==> config.mk <==
export PLATFORM = sky130hd
export DESIGN_NAME = fetch_buffer_flat
export DESIGN_NICKNAME = d
export VERILOG_FILES = /design/src/rtl/fetch_buffer_if.sv /design/src/rtl/fetch_buffer.sv /design/src/flat_wrapper.sv
export SDC_FILE = /design/constraint.sdc
export NUM_CORES = 1
export LEC_CHECK = 0
export BUFFER_PORTS_ARGS = -buffer_cell sky130_fd_sc_hd__buf_2
export CAP_MARGIN = 20
export CORE_MARGIN = 3
export CORE_UTILIZATION = 40
export CTS_BUF_LIST = sky130_fd_sc_hd__clkbuf_4
export DETAILED_ROUTE_END_ITERATION = 6
export PLACE_DENSITY_LB_ADDON = 0.25
export RECOVER_POWER = 25
export SYNTH_ARGS = -nofsm -noshare
export SYNTH_HDL_FRONTEND = slang
export SYNTH_SLANG_ARGS = --single-unit
==> constraint.sdc <==
create_clock -name clock -period 2.5 [get_ports clock]
set_input_delay 0.5 -clock clock [delete_from_list [all_inputs] [get_ports clock]]
set_output_delay 0.5 -clock clock [all_outputs]
set_load 0.01 [all_outputs]
==> src/rtl/fetch_buffer_if.sv <==
// Instruction memory bus between the fetch buffer and instruction memory.
// Master issues requests; slave answers with ack and read data.
interface fetch_buffer_if;
    logic        inst_mem_en;
    logic [31:0] inst_mem_addr;
    logic        inst_mem_ack;
    logic [31:0] inst_mem_rd_dat;

    modport master (
        output inst_mem_en,
        output inst_mem_addr,
        input  inst_mem_ack,
        input  inst_mem_rd_dat
    );

    modport slave (
        input  inst_mem_en,
        input  inst_mem_addr,
        output inst_mem_ack,
        output inst_mem_rd_dat
    );
endinterface

==> src/rtl/fetch_buffer.sv <==
// Fetch stage with a one-entry skid buffer and stale-request drop handling.
// Drives the IF/ID pipeline register (pc_id, inst_id, valid_id).
module fetch_buffer #(
    parameter logic [31:0] RESET_PC = 32'h0000_0000,
    parameter logic [31:0] NOP      = 32'h0000_0013
) (
    input  logic          clock,
    input  logic          reset,
    input  logic          stall_if,
    input  logic          stall_id,
    input  logic          flush_id,
    input  logic          new_pc_en,
    input  logic [31:0]   new_pc,
    fetch_buffer_if.master mem,
    output logic [31:0]   pc_if,
    output logic [31:0]   pc_id,
    output logic [31:0]   inst_id,
    output logic          valid_id
);

    typedef enum logic [1:0] {
        IDLE,
        REQ,
        FULL,
        DROP
    } state_t;

    state_t      state_q, state_d;
    logic [31:0] pc_q, pc_d;
    logic [31:0] buf_q, buf_d;
    logic [31:0] drop_q, drop_d;
    logic [31:0] pc_id_q, pc_id_d;
    logic [31:0] inst_id_q, inst_id_d;
    logic        valid_id_q, valid_id_d;

    logic        accept;
    logic        dlv;
    logic [31:0] dlv_inst;
    logic [31:0] pc_inc;

    assign accept = !stall_if && !stall_id;
    assign pc_inc = pc_q + 32'd4;

    // Fetch FSM next state: request, buffer on stall, drop stale responses.
    always_comb begin
        state_d  = state_q;
        pc_d     = pc_q;
        buf_d    = buf_q;
        drop_d   = drop_q;
        dlv      = 1'b0;
        dlv_inst = buf_q;
        unique case (state_q)
            IDLE: begin
                state_d = REQ;
            end
            REQ: begin
                if (mem.inst_mem_ack) begin
                    if (new_pc_en) begin
                        pc_d = new_pc;
                    end else if (accept) begin
                        dlv      = 1'b1;
                        dlv_inst = mem.inst_mem_rd_dat;
                        pc_d     = pc_inc;
                    end else begin
                        buf_d   = mem.inst_mem_rd_dat;
                        state_d = FULL;
                    end
                end else if (new_pc_en) begin
                    drop_d  = pc_q;
                    pc_d    = new_pc;
                    state_d = DROP;
                end
            end
            FULL: begin
                if (new_pc_en) begin
                    pc_d    = new_pc;
                    state_d = REQ;
                end else if (accept) begin
                    dlv      = 1'b1;
                    dlv_inst = buf_q;
                    pc_d     = pc_inc;
                    state_d  = REQ;
                end
            end
            DROP: begin
                if (new_pc_en) begin
                    pc_d = new_pc;
                end
                if (mem.inst_mem_ack) begin
                    state_d = REQ;
                end
            end
            default: begin
                state_d = IDLE;
            end
        endcase
    end

    // ID register next state: flush beats stall beats delivery.
    always_comb begin
        pc_id_d    = pc_id_q;
        inst_id_d  = inst_id_q;
        valid_id_d = valid_id_q;
        if (flush_id) begin
            valid_id_d = 1'b0;
            inst_id_d  = NOP;
        end else if (stall_id) begin
            valid_id_d = valid_id_q;
        end else if (dlv) begin
            pc_id_d    = pc_q;
            inst_id_d  = dlv_inst;
            valid_id_d = 1'b1;
        end else begin
            valid_id_d = 1'b0;
            inst_id_d  = NOP;
        end
    end

    // State and pipeline registers with synchronous reset.
    always_ff @(posedge clock) begin
        if (reset) begin
            state_q    <= IDLE;
            pc_q       <= RESET_PC;
            buf_q      <= 32'h0;
            drop_q     <= 32'h0;
            pc_id_q    <= RESET_PC;
            inst_id_q  <= NOP;
            valid_id_q <= 1'b0;
        end else begin
            state_q    <= state_d;
            pc_q       <= pc_d;
            buf_q      <= buf_d;
            drop_q     <= drop_d;
            pc_id_q    <= pc_id_d;
            inst_id_q  <= inst_id_d;
            valid_id_q <= valid_id_d;
        end
    end

    // A request is outstanding in REQ and DROP; reset silences the bus.
    always_comb begin
        mem.inst_mem_en   = !reset && ((state_q == REQ) || (state_q == DROP));
        mem.inst_mem_addr = (state_q == DROP) ? drop_q : pc_q;
    end

    assign pc_if    = pc_q;
    assign pc_id    = pc_id_q;
    assign inst_id  = inst_id_q;
    assign valid_id = valid_id_q;

endmodule

==> src/flat_wrapper.sv <==
// flat-port wrapper written by rule: the top's interface ports become plain ports
module fetch_buffer_flat 
#(
    parameter logic [31:0] RESET_PC = 32'h0000_0000,
    parameter logic [31:0] NOP      = 32'h0000_0013
)
  (clock, reset, stall_if, stall_id, flush_id, new_pc_en, new_pc, pc_if, pc_id, inst_id, valid_id, mem_inst_mem_en, mem_inst_mem_addr, mem_inst_mem_ack, mem_inst_mem_rd_dat);
  fetch_buffer_if mem_i ();
  input  logic clock;
  input  logic reset;
  input  logic stall_if;
  input  logic stall_id;
  input  logic flush_id;
  input  logic new_pc_en;
  input  logic [31:0] new_pc;
  output logic [31:0] pc_if;
  output logic [31:0] pc_id;
  output logic [31:0] inst_id;
  output logic valid_id;
  output wire logic [$bits(mem_i.inst_mem_en)-1:0] mem_inst_mem_en;
  output wire logic [$bits(mem_i.inst_mem_addr)-1:0] mem_inst_mem_addr;
  input wire logic [$bits(mem_i.inst_mem_ack)-1:0] mem_inst_mem_ack;
  input wire logic [$bits(mem_i.inst_mem_rd_dat)-1:0] mem_inst_mem_rd_dat;
  assign mem_inst_mem_en = mem_i.inst_mem_en;
  assign mem_inst_mem_addr = mem_i.inst_mem_addr;
  assign mem_i.inst_mem_ack = mem_inst_mem_ack;
  assign mem_i.inst_mem_rd_dat = mem_inst_mem_rd_dat;
  fetch_buffer #(.RESET_PC(RESET_PC), .NOP(NOP)) u_core (.clock(clock), .reset(reset), .stall_if(stall_if), .stall_id(stall_id), .flush_id(flush_id), .new_pc_en(new_pc_en), .new_pc(new_pc), .mem(mem_i), .pc_if(pc_if), .pc_id(pc_id), .inst_id(inst_id), .valid_id(valid_id));
endmodule
==> results.py <==
metrics = {
    "finish": {
        "syn_to_final_growth_pct": 21.1,
        "fin_area_sq_um": 9190,
        "utilization_pct": 50.3,
        "drive_gt1_share_pct": 22.6,
        "fin_nets": 1247,
    },
    "synthesis": {
        "synthTopCellsByCount": "nand2_1 (254), dfxtp_1 (163), a21oi_1 (149), nor2_1 (71), clkbuf_1 (70)",
        "ys_seq_area_share_pct": 43.0,
        "syn_area_sq_um": 7590,
        "synth_edf_count": 0,
        "synth_ff_type": "dfxtp_1",
        "netlist_instances": 993,
        "synth_area_leader_cell": "dfxtp_1",
        "ys_ff_latch": 163,
        "synth_top_area_share_pct": 43.0,
        "async_flop_share_pct": 0,
        "synth_nets": 1069,
        "synth_most_common_cell": "nand2_1",
        "synth_area_leaders": "dfxtp_1 (43%), nand2_1 (13%), a21oi_1 (9.8%)",
        "synth.avg_cell_area_sq_um": 7.64,
        "yosysUniqueCellTypes": 61,
        "ys_warn_count": 0,
    },
    "clocking": {
        "insertion_delay_ps": 580,
        "cts_max_path_buffers": 2,
        "cts_buffers": 17,
        "clk_pin_slew_ps": 160,
        "cts_max_level": 4,
        "cts_tree": "built",
        "cts_sinks": 163,
        "hold_buffers": 0,
        "cts_root_buf": "clkbuf_4",
        "post_cts_buffers": 0,
    },
    "sta": {
        "timing.fmax_ghz": 0.423,
        "setup_violations": 0,
        "tightest_slew_ps": 762,
        "drv_slew": 0,
        "timing.final.crit_share_pct": 94.7,
        "skew_ps": 27.9,
        "hold_viol_final": 0,
        "rsz0062_at_grt": "no",
        "slew_headroom_pct": 49.2,
        "fin_crit_ps": 2370,
        "setup_tns_ps": 0,
    },
    "floorplanning": {
        "ios": 201,
        "rows": 49,
        "initial_core_util_pct": 41.5,
        "die_y_microns": 144,
        "die_x_microns": 144,
        "die_area_sq_um": 20700,
        "coreArea_sq_um": 18300,
    },
    "detailed_routing": {
        "ant_nets": 0,
        "wl_mm": 24.5,
        "drc_errors": 0,
        "initialDrtViolationCount": 591,
        "vias": 7792,
        "drt_first_pass_iters": 6,
        "wl_per_cell_microns": 17.4,
        "routed_via_density": 5.51,
    },
    "global_route": {
        "grt_pass1_wl_mm": 38.2,
        "grt_pass1_vias": 7061,
        "grt.total_usage_pct": 23.1,
        "gr-total-overflow": 0,
        "grt_max_degree": 84,
        "antenna_found_initial": 2,
    },
    "hold_path": {
        "holdPathEnd": "u_core.buf_q[20]",
        "hold_depth": 3,
        "min_from": "mem_inst_mem_rd_dat[20]",
        "hold_path_class": "primary input to flop",
    },
    "setup_path": {
        "path_cells": "ha_4 -> buf_8 -> mux2_2 -> buf_2",
        "crit_fanout": 20,
        "crit_start": "u_core.state_q[1]",
        "slowest_stage": "dfxtp_2",
        "cp-end-kind": "primary output",
        "critical_path_class": "flop to primary output",
        "worst-r2r-setup-slack_ps": 290,
        "worstPathArrival_ps": 1870,
        "crit_family": "flip-flops",
        "cp.required_ps": 2000,
        "cp_num_buf_inv": 2,
        "r2r-end": "u_core.pc_if[22]",
        "max_stage_delay_ps": 400,
        "reg2reg_from": "u_core.pc_if[3]",
        "reg2reg_depth": 6,
        "startpoint_type": "flop",
    },
    "run": {
        "max-cap-violations": 0,
    },
    "place": {
        "postPlaceCellArea_sq_um": 8900,
        "dp_hpwl_mm": 16.6,
        "port_buffers": 200,
        "place.gp.congestion": 0.880,
    },
    "outcome": {
        "outcome": "finished clean",
    },
    "pwr": {
        "ir_worst_vdd_mv": 0.275,
        "cellLeakagePower_nw": 3.39,
        "p_per_area_nw_per_um2": 622,
        "finalPower_mw": 5.71,
    },
}
==> cell families (layout without fill, tap and decap cells) <==
logic type                 after synthesis  count (layout)  share of synthesized area, %
and+or+nand+nor                        436             436                          25.2
AOI/OAI and AO/OA                      249             249                          19.7
DFF                                    163             163                          43.0
buffers and inverters                  101             292                          5.70
muxes                                   37              37                          5.34
adders and majority gates                5               5                         0.824
xor gates and xnor gates                 2               2                         0.231
other                                    0               1                             0
==> registers in the layout (all words and copies together), names as in the netlist <==
name             cells
u_core.inst_id      32
u_core.pc_id        32
u_core.drop_q       32
u_core.buf_q        32
u_core.pc_if        32
u_core.valid_id      1
u_core.state_q       2
==> worst register-to-register path, stage by stage, from the launching register on <==
cell,delay (ps)
dfxtp_1,520
ha_1,230
and4bb_2,390
nand4_4,200
nor3_1,260
mux2i_1,100
a2111oi_0,400
==> worst max path at each step <==
stage / endpoint / slack, ps / cells after the start
after floorplan: mem_inst_mem_addr[10] / 360 / 4
after detailed placement: u_core.pc_if[31] / 300 / 6
after global routing: mem_inst_mem_addr[21] / 40 / 4
after CTS: mem_inst_mem_addr[3] / 20 / 4
after global placement: u_core.pc_if[31] / 340 / 6
final: mem_inst_mem_addr[16] / 130 / 4
==> placed cells by master, fill, tap and decap left out, types with 3 or more instances in the layout <==
cell type	netlist	routed
nand4_1	7	7
a2111oi_0	6	6
clkbuf_1	70	68
or2_2	4	4
nand3_1	13	13
nor2b_1	4	4
buf_2	14	132
ha_1	5	4
o21a_1	3	3
o31ai_1	3	3
nor4_1	8	8
clkbuf_4	1	17
mux2i_1	9	9
inv_8	0	3
or3_1	3	3
o21ai_0	23	23
a21oi_1	149	149
o22ai_1	9	9
inv_1	8	8
nor3_1	40	39
o31a_1	3	3
o221ai_1	18	18
and3_1	9	9
buf_4	2	47
mux2_2	28	28
and2_1	6	6
a211oi_1	7	7
a22oi_1	5	5
nand2b_1	3	3
dfxtp_1	163	161
bufinv_16	0	3
or4_1	3	3
nand2_1	254	254
inv_6	0	3
nor2_1	71	69
a31o_2	3	3
==> power breakdown <==
part	total, mW	internal, mW	switching (mW)	leakage, nW
Combinational	1.10	0.429	0.667	1.89
Sequential	2.81	2.69	0.114	1.32
Clock	1.81	0.741	1.07	0.175
==> final cells by class <==
type	count	area (sq um)
Antenna cell	1	2.50
Clock buffer	17	128
Clock inverter	15	215
Fill cell	1878	9080
Inverter	9	33.8
Multi-Input combinational cell	729	3920
Sequential cell	163	3270
Tap cell	229	287
Timing Repair Buffer	251	1340
==> per-layer routing <==
layer  GRT usage (%)  vias up  share of wire [%]
met4            8.57        2                2.8
met2            35.2      315                 45
met5               0        -              0.029
li1                -     3796                  -
met3            5.12       52                6.9
met1            32.2     3627                 45
==> per-stage QoR <==
step	instances	hold slack, ps	worst slack (ps)
CTS	1413	95.8	22.3
floorplan	993	433	358
finish	1414	140	133
global route	1414	91.7	43.9
global placement	1381	438	335
detailed placement	1381	443	301
==> repair_timing <==
action	CTS	global route
pin swaps	0	0
resized for setup	5	2
setup endpoints to repair	29	28
Note: power is estimated with default switching activity, not from simulation.
